### config.mk
export PLATFORM = sky130hd
export DESIGN_NAME = uart_rx_16x_flat
export DESIGN_NICKNAME = d
export VERILOG_FILES = /design/src/rtl/uart_rx_16x_if.sv /design/src/rtl/uart_rx_16x.sv /design/src/flat_wrapper.sv
export SDC_FILE = /design/constraint.sdc
export NUM_CORES = 1
export LEC_CHECK = 0
export CAP_MARGIN = 20
export CORE_UTILIZATION = 42
export DETAILED_ROUTE_END_ITERATION = 8
export HOLD_SLACK_MARGIN = 0.12
export SLEW_MARGIN = 25
export SYNTH_ARGS = -nofsm -noshare
export SYNTH_HDL_FRONTEND = slang
export SYNTH_SLANG_ARGS = --single-unit
### constraint.sdc
create_clock -name clk_50m -period 2.3 [get_ports clk_50m]
set_clock_uncertainty 0.15 [all_clocks]
set_input_delay 0.23 -clock clk_50m [delete_from_list [all_inputs] [get_ports clk_50m]]
set_output_delay 0.23 -clock clk_50m [all_outputs]
set_load 0.1 [all_outputs]
### src/rtl/uart_rx_16x_if.sv
// Serial-in / byte-out bundle between the RX pin logic and the image-buffer loader.
// Latency: none, wires only.
// Backpressure: none; the consumer acknowledges with rdy_clr, unacknowledged bytes get overwritten.
interface uart_rx_16x_if #(
   parameter int DATA_BITS = 8
);
   logic                 rx;
   logic                 rxclk_en;
   logic                 rdy_clr;
   logic [DATA_BITS-1:0] data;
   logic                 rdy;
   logic                 frame_err;
   logic                 busy;

   // line/strobe/ack source side (pin, baud generator, consumer)
   modport master (
      output rx, rxclk_en, rdy_clr,
      input  data, rdy, frame_err, busy
   );

   // receiver side
   modport slave (
      input  rx, rxclk_en, rdy_clr,
      output data, rdy, frame_err, busy
   );
endinterface

### src/rtl/uart_rx_16x.sv
// UART 8N1 receiver: centre-samples rx using the oversample strobe rxclk_en.
// Latency: ~9.5 bit times from start edge to rdy, plus up to one strobe period plus 3 clocks.
// Backpressure: none; rdy is sticky until rdy_clr, and a new byte overwrites data (overrun).
module uart_rx_16x #(
   parameter int OVERSAMPLE = 16,
   parameter int DATA_BITS  = 8
) (
   input  logic          clk_50m,
   input  logic          rst_n,
   uart_rx_16x_if.slave  rx_if
);
   localparam int SMP_W = $clog2(OVERSAMPLE);
   localparam int BIT_W = $clog2(DATA_BITS) + 1;

   localparam logic [SMP_W-1:0] SMP_HALF = SMP_W'(OVERSAMPLE / 2 - 1);
   localparam logic [SMP_W-1:0] SMP_LAST = SMP_W'(OVERSAMPLE - 1);
   localparam logic [BIT_W-1:0] BIT_LAST = BIT_W'(DATA_BITS - 1);

   localparam logic [1:0] IDLE  = 2'd0;
   localparam logic [1:0] START = 2'd1;
   localparam logic [1:0] DATA  = 2'd2;
   localparam logic [1:0] STOP  = 2'd3;

   logic                 rx_meta;
   logic                 rx_s;
   logic [1:0]           state;
   logic [SMP_W-1:0]     smp;
   logic [BIT_W-1:0]     bitn;
   logic [DATA_BITS-1:0] sh;
   logic [DATA_BITS-1:0] data_q;
   logic                 rdy_q;
   logic                 frame_err_q;
   logic                 mid_stop;
   logic                 rdy_set;

   // Sample point of the stop bit; data/rdy/frame_err all update here.
   assign mid_stop = rx_if.rxclk_en && (state == STOP) && (smp == SMP_LAST);
   assign rdy_set  = mid_stop && rx_s;

   // Two-flop synchronizer for the asynchronous line; idles high.
   always_ff @(posedge clk_50m or negedge rst_n) begin
      if (!rst_n) begin
         rx_meta <= 1'b1;
         rx_s    <= 1'b1;
      end else begin
         rx_meta <= rx_if.rx;
         rx_s    <= rx_meta;
      end
   end

   // Frame FSM with tick and bit counters; advances only on strobe cycles.
   always_ff @(posedge clk_50m or negedge rst_n) begin
      if (!rst_n) begin
         state <= IDLE;
         smp   <= '0;
         bitn  <= '0;
         sh    <= '0;
      end else if (rx_if.rxclk_en) begin
         case (state)
            IDLE: begin
               if (!rx_s) begin
                  smp   <= '0;
                  state <= START;
               end
            end
            START: begin
               if (smp == SMP_HALF) begin
                  // Still low at mid start bit: real frame. High: glitch, drop it silently.
                  if (!rx_s) begin
                     smp   <= '0;
                     bitn  <= '0;
                     state <= DATA;
                  end else begin
                     state <= IDLE;
                  end
               end else begin
                  smp <= smp + SMP_W'(1);
               end
            end
            DATA: begin
               if (smp == SMP_LAST) begin
                  sh   <= {rx_s, sh[DATA_BITS-1:1]};
                  smp  <= '0;
                  bitn <= bitn + BIT_W'(1);
                  if (bitn == BIT_LAST) begin
                     state <= STOP;
                  end
               end else begin
                  smp <= smp + SMP_W'(1);
               end
            end
            default: begin
               // Re-arm at mid stop bit so a start edge in the last half bit is caught.
               if (smp == SMP_LAST) begin
                  smp   <= '0;
                  state <= IDLE;
               end else begin
                  smp <= smp + SMP_W'(1);
               end
            end
         endcase
      end
   end

   // Byte and framing-error capture at mid stop bit; a bad stop keeps the old byte.
   always_ff @(posedge clk_50m or negedge rst_n) begin
      if (!rst_n) begin
         data_q      <= '0;
         frame_err_q <= 1'b0;
      end else if (mid_stop) begin
         if (rx_s) begin
            data_q      <= sh;
            frame_err_q <= 1'b0;
         end else begin
            frame_err_q <= 1'b1;
         end
      end
   end

   // Sticky ready flag; a set on the same edge as a clear wins.
   always_ff @(posedge clk_50m or negedge rst_n) begin
      if (!rst_n) begin
         rdy_q <= 1'b0;
      end else if (rdy_set) begin
         rdy_q <= 1'b1;
      end else if (rx_if.rdy_clr) begin
         rdy_q <= 1'b0;
      end
   end

   assign rx_if.data      = data_q;
   assign rx_if.rdy       = rdy_q;
   assign rx_if.frame_err = frame_err_q;
   assign rx_if.busy      = (state != IDLE);

endmodule

### src/flat_wrapper.sv
// flat-port wrapper written by rule: the top's interface ports become plain ports
module uart_rx_16x_flat 
#(
   parameter int OVERSAMPLE = 16,
   parameter int DATA_BITS  = 8
)
  (clk_50m, rst_n, rx_if_rx, rx_if_rxclk_en, rx_if_rdy_clr, rx_if_data, rx_if_rdy, rx_if_frame_err, rx_if_busy);
  uart_rx_16x_if #(.DATA_BITS(DATA_BITS)) rx_if_i ();
  input  logic clk_50m;
  input  logic rst_n;
  input wire logic [$bits(rx_if_i.rx)-1:0] rx_if_rx;
  input wire logic [$bits(rx_if_i.rxclk_en)-1:0] rx_if_rxclk_en;
  input wire logic [$bits(rx_if_i.rdy_clr)-1:0] rx_if_rdy_clr;
  output wire logic [$bits(rx_if_i.data)-1:0] rx_if_data;
  output wire logic [$bits(rx_if_i.rdy)-1:0] rx_if_rdy;
  output wire logic [$bits(rx_if_i.frame_err)-1:0] rx_if_frame_err;
  output wire logic [$bits(rx_if_i.busy)-1:0] rx_if_busy;
  assign rx_if_i.rx = rx_if_rx;
  assign rx_if_i.rxclk_en = rx_if_rxclk_en;
  assign rx_if_i.rdy_clr = rx_if_rdy_clr;
  assign rx_if_data = rx_if_i.data;
  assign rx_if_rdy = rx_if_i.rdy;
  assign rx_if_frame_err = rx_if_i.frame_err;
  assign rx_if_busy = rx_if_i.busy;
  uart_rx_16x #(.OVERSAMPLE(OVERSAMPLE), .DATA_BITS(DATA_BITS)) u_core (.clk_50m(clk_50m), .rst_n(rst_n), .rx_if(rx_if_i));
endmodule
# [Word level (Yosys, flattened, before mapping)]
# Cells that the tools add are included.
[totals] reg_bits=30 inputBits=5 output_inout_bits=11 word_cells=52
[classes] add_sub_neg=2 n_eq_ne=11 mux=18 reduce_logical=12
[ops] operator="2-to-1 mux 4 bit" count=6
[ops] operator="one-hot mux 4 bit (2 select lines)" count=2
[ops] operator="2-to-1 mux 2 bit" count=6
[ops] operator="adder 4 x 1 -> 4 bit (second input constant)" count=2
[ops] operator="equality test 4 x 3 -> 1 bit (second input constant)" count=2
[ops] operator="!= test 2 x 1 -> 1 bit (second input constant)" count=3
[ops] operator="one-hot mux 2 bit (3 select lines)" count=1
[ops] operator="AND reduction 6 bit" count=1
[ops] operator="nonzero test 2 bit" count=3
[ops] operator="AND reduction 5 bit" count=1
[ops] operator="equality test 2 bit (second input constant)" count=2
[ops] operator="equality test 4 bit (second input constant)" count=1
[ops] operator="!= test 2 bit (second input constant)" count=2
[ops] operator="logical AND 1 bit" count=3
[ops] operator="2-to-1 mux 1 bit" count=3
[ops] operator="AND reduction 3 bit" count=1
[ops] operator="nonzero test 3 bit" count=1
[ops] operator="equality test 2 x 1 -> 1 bit (second input constant)" count=1
[ops] operator="zero test 2 bit" count=1
[ops] operator="AND reduction 2 bit" count=1

# [Depth between registers and ports, before layout]
[depth] ltp_word=5 depth_mapped=6 depth_no_buf=5

# [Worst setup path after synthesis]
# No wires, ideal clock.
[synth_timing] kind="register to register" from="register u_core.smp[0]" to="register u_core.sh[0]" setup_ps=125 arrival_ps=1481 t_required_ps=2025 slack_ps=544 path_stages_with_launch=7 n_path_buf=2 synth_period_minus_slack_ps=1756 path_cell_list="dfrtp_1 > ha_1 > and3_1 > buf_6 > and2_4 > buf_6 > mux2_4"
[synth_between] elab_chain_cells=2
[synth_rtl] element="start: declaration" line_no="uart_rx_16x.sv:27" text="logic [SMP_W-1:0] smp;"
[synth_rtl] element="start signal: assignment" line_no="uart_rx_16x.sv:77" text="smp <= smp + SMP_W'(1);"
[synth_rtl] element="start signal: assignment" line_no="uart_rx_16x.sv:89" text="smp <= smp + SMP_W'(1);"
[synth_rtl] element="start signal: assignment" line_no="uart_rx_16x.sv:98" text="smp <= smp + SMP_W'(1);"
[synth_rtl] element="equality test 4 bit" line_no="uart_rx_16x.sv:81" text="if (smp == SMP_LAST) begin"
[synth_rtl] element="AND reduction 3 bit (no line)"
[synth_rtl] element="end signal: assignment" line_no="uart_rx_16x.sv:82" text="sh <= {rx_s, sh[DATA_BITS-1:1]};"
[synth_rtl] element="end: declaration" line_no="uart_rx_16x.sv:29" text="logic [DATA_BITS-1:0] sh;"
# Every way passes these cells.
# A chain may end at the register's enable or synchronous reset.

# [Worst setup path after layout]
[layout_timing] from="register u_core.smp[0]" to="register u_core.sh[5]"
# Same word-level chain as after synthesis.

==> Implementation_results.wiki <==
{| class="wikitable"
! Metric !! Value
|-
| Row Count || 20
|-
| Count of distinct cell types in the synthesized netlist || 33
|-
| Number of global-route vias before repair || 779
|-
| Setup slack after placement || 0.396 ns
|-
| Maximum number of pins on one net before global-route repair || 31
|-
| Sum of negative setup slack || 0 ns
|-
| Post-layout nets || 138
|-
| Final Instance Area || 0.00161 mm2
|-
| Die outline area || 0.00359 mm2
|-
| CTS Sinks || 30
|-
| Start point of the critical path || u_core.smp[0]
|-
| Highest net fanout along the worst path || 10
|-
| Final hold violation count || 0
|-
| Path category of the worst min-delay check || in2async
|-
| GRT Overall Usage || 15.7%
|-
| Count of input and output buffers || 15
|-
| Max-slew violations || 0
|-
| Final core utilization || 51.4%
|-
| Die width || 59.9 um
|-
| Leading cell types in the layout, fill and taps excluded || 28 x sky130_fd_sc_hd__dfrtp_1, 14 x sky130_fd_sc_hd__buf_4, 10 x sky130_fd_sc_hd__mux2_2, 10 x sky130_fd_sc_hd__o21ai_0, 8 x sky130_fd_sc_hd__mux2_4
|-
| Via count of the routed design || 898
|-
| Final Critical Period || 1.89 ns
|-
| Detailed-route wire length || 2350 um
|-
| Router iterations before antenna repair || 4
|-
| Most area-consuming cells after synthesis || sky130_fd_sc_hd__dfrtp_1 50%, sky130_fd_sc_hd__mux2_4 8.5%, sky130_fd_sc_hd__mux2_2 8.0%, sky130_fd_sc_hd__dfstp_2 3.7%, sky130_fd_sc_hd__o21ai_0 3.6%
|-
| Storage cell area || 753 um2
|-
| Switching Power || 582 uW
|-
| Post-synthesis instance area || 0.00141 mm2
|-
| Reported leakage power || 0.000771 uW
|-
| CTS tree || done
|-
| Detailed Place HPWL || 1580 um
|-
| Std-Cell Core Area || 0.00313 mm2
|-
| Final critical-path share of the clock period || 82.0%
|-
| Signal arrival time at the worst endpoint || 1.96 ns
|-
| Cell area reported after detailed placement || 0.00156 mm2
|-
| Yosys Warn Count || 0
|-
| FMAX || 530 MHz
|-
| Most common cell after layout, fill and taps aside || sky130_fd_sc_hd__dfrtp_1
|-
| Cell type contributing the most total cell area after synthesis || sky130_fd_sc_hd__dfrtp_1
|-
| Post-CTS Resized || 0
|-
| Portion of the post-synthesis area used by sequential elements || 53.5%
|-
| Area used by multi-input combinational logic || 584 um2
|-
| Final setup violation count || 0
|-
| Clock-pin slew reported for the worst setup and hold paths after clock tree synthesis || 0.09 ns
|-
| Clk_lat worst skew || 0.34 ns
|-
| Post-Synthesis Mean Instance Area || 12.6 um2
|-
| Antenna viol nets, final || 0
|-
| Vertical die dimension || 59.9 um
|-
| Number of synthesized register bits || 30
|-
| Initial Utilization || 45.0%
|-
| Syn-to-layout area delta || 14.1%
|-
| Global-route wire length before repair || 3840 um
|-
| Power density over the cells || 916 mW/mm2
|-
| Fraction of synthesized cell area taken by the top area cell type || 49.7%
|-
| Layout filler cell count || 293
|-
| Cts bufs inserted || 5
|-
| Relative slew slack || 70.6%
|-
| Number of cells produced by synthesis || 112
|-
| Portion of total power attributed to combinational logic || 31.2%
|-
| Routed wirelength normalized by instance count || 13.4 um
|-
| Cts-stage hold buffer count || 0
|-
| Clock root buffer || sky130_fd_sc_hd__clkbuf_4
|-
| Critical path launch point type || flop
|-
| Min Hold Slack || 0.114 ns
|-
| Number of vias per cell after detailed routing || 5.13
|-
| Data required time of the worst path || 2.37 ns
|-
| Initial antenna violation count || 0
|-
| Cell-internal power || 890 uW
|-
| Least-Margin Pin Slew || 0.440 ns
|-
| GRT Residual Overflow || 0
|-
| RSZ-0062 raised after global routing || false
|-
| Number of nets in the synthesized netlist || 119
|-
| Iteration-0 DRC Markers || 12
|-
| Peak supply drop || 0.550 mV
|-
| Clock share of power || 19.8%
|-
| H-tree depth || 2
|-
| DRC viols || 0
|-
| Maxcap violations || 0
|-
| Number of top-level pins || 16
|-
| Register share of total power || 49.0%
|-
| Sw frac || 39.6%
|-
| Run status || finished clean
|-
| Global placement routability congestion || 0.785
|-
| Critical path class || reg2reg
|-
| Fraction of layout cells with a size suffix above 1 || 34.4%
|-
| Buffers inserted during post-CTS setup optimization || 0
|-
| Bufs on Longest Clock Path || 2
|-
| N_diodes || 0
|-
| Launch point of the worst reg-to-reg path || u_core.smp[0]
|-
| Critical Path Sink Type || flop
|-
| Setup WS post-layout || 0.414 ns
|}
-- state kept, by name (all words and copies together) (netlist names) --
signal and cells:
u_core.rx_meta 1, u_core.rx_if.frame_err 1, u_core.rx_if.rdy 1, u_core.rx_s 1, u_core.state 2, u_core.smp 4
u_core.sh 8, u_core.bitn 4, u_core.rx_if.data 8
-- routing by layer --
| layer | track usage, % | share of wire, % |
|---|---|---|
| met5 | 0 | 0 |
| met4 | 13.0 | 3.3 |
| met3 | 4.55 | 4.3 |
| met2 | 19.7 | 41 |
| met1 | 21.8 | 52 |
-- per-stage QoR --
stage          std cells  power, uW
3_3_place_gp         168       1180
3_5_place_dp         168       1190
2_1_floorplan        112       1100
4_1_cts              175       1490
6_report             175       1470
5_1_grt              175       1580
-- final cells by class --
type	instances	area share [%]
Sequential cell	30	46.8
Multi-Input combinational cell	70	36.3
Timing Repair Buffer	18	9.03
Tap cell	44	3.42
Clock buffer	5	2.33
Inverter	6	1.40
Clock inverter	2	0.623
-- Yosys cell counts --
cell type,number
sky130_fd_sc_hd__a31oi_1,3
sky130_fd_sc_hd__nor4b_2,1
sky130_fd_sc_hd__and2_4,1
sky130_fd_sc_hd__a21oi_1,3
sky130_fd_sc_hd__o211a_1,1
sky130_fd_sc_hd__nor3_1,1
sky130_fd_sc_hd__and4_1,1
sky130_fd_sc_hd__a32oi_1,1
sky130_fd_sc_hd__mux2_2,10
sky130_fd_sc_hd__nand2_1,3
sky130_fd_sc_hd__nor2_1,4
sky130_fd_sc_hd__dfstp_2,2
sky130_fd_sc_hd__inv_1,6
sky130_fd_sc_hd__a21boi_0,1
sky130_fd_sc_hd__buf_2,3
sky130_fd_sc_hd__a22o_1,4
sky130_fd_sc_hd__buf_6,3
sky130_fd_sc_hd__o21ai_0,10
sky130_fd_sc_hd__nand4_1,1
sky130_fd_sc_hd__a21o_1,1
sky130_fd_sc_hd__or2_2,1
sky130_fd_sc_hd__nand4_4,1
sky130_fd_sc_hd__o32ai_1,1
sky130_fd_sc_hd__nand2b_1,1
sky130_fd_sc_hd__a22oi_1,1
sky130_fd_sc_hd__ha_1,2
sky130_fd_sc_hd__and3_1,1
sky130_fd_sc_hd__dfrtp_1,28
sky130_fd_sc_hd__nand3_1,5
sky130_fd_sc_hd__and3b_1,1
sky130_fd_sc_hd__o21a_1,1
sky130_fd_sc_hd__and2_1,1
sky130_fd_sc_hd__mux2_4,8
-- critical path, stage by stage (launching register included) --
cell and delay, ns:
sky130_fd_sc_hd__dfrtp_1 0.40, sky130_fd_sc_hd__ha_1 0.28, sky130_fd_sc_hd__and3_1 0.33, sky130_fd_sc_hd__and2_4 0.31
sky130_fd_sc_hd__mux2_4 0.32
-- path summary, 6_finish.rpt --
kind	depth (start not counted)	endpoint	slack [ns]
max reg2reg	4	u_core.sh[5]	0.41
max in group asynchronous	2	u_core.rx_meta	1.56
min	2	u_core.state[0]	0.11
max	4	u_core.sh[5]	0.41
min reg2reg	0	u_core.rx_s	0.21
min in group clk_50m	1	u_core.rx_meta	0.15
-- cell families (layout without fill, tap and decap cells) --
logic type / count (synthesis) / after routing / share of synthesized area, %
adder cells (fa/ha/maj): 2 / 2 / 1.78
AO/OA/AOI/OAI: 27 / 27 / 12.5
multiplexers: 18 / 18 / 16.5
flip-flops: 30 / 30 / 53.5
AND/OR/NAND/NOR: 23 / 23 / 10.7
buffers and inverters: 12 / 31 / 5.06
-- power groups by stage --
stage | registers, uW | clock network [uW] | logic [uW]
finish | 721 | 291 | 459
global route | 738 | 333 | 504
detailed placement | 729 | 0 | 463
floorplan | 718 | 0 | 382
global placement | 730 | 0 | 454
CTS | 719 | 306 | 464
(Power assumes the default switching activity.)
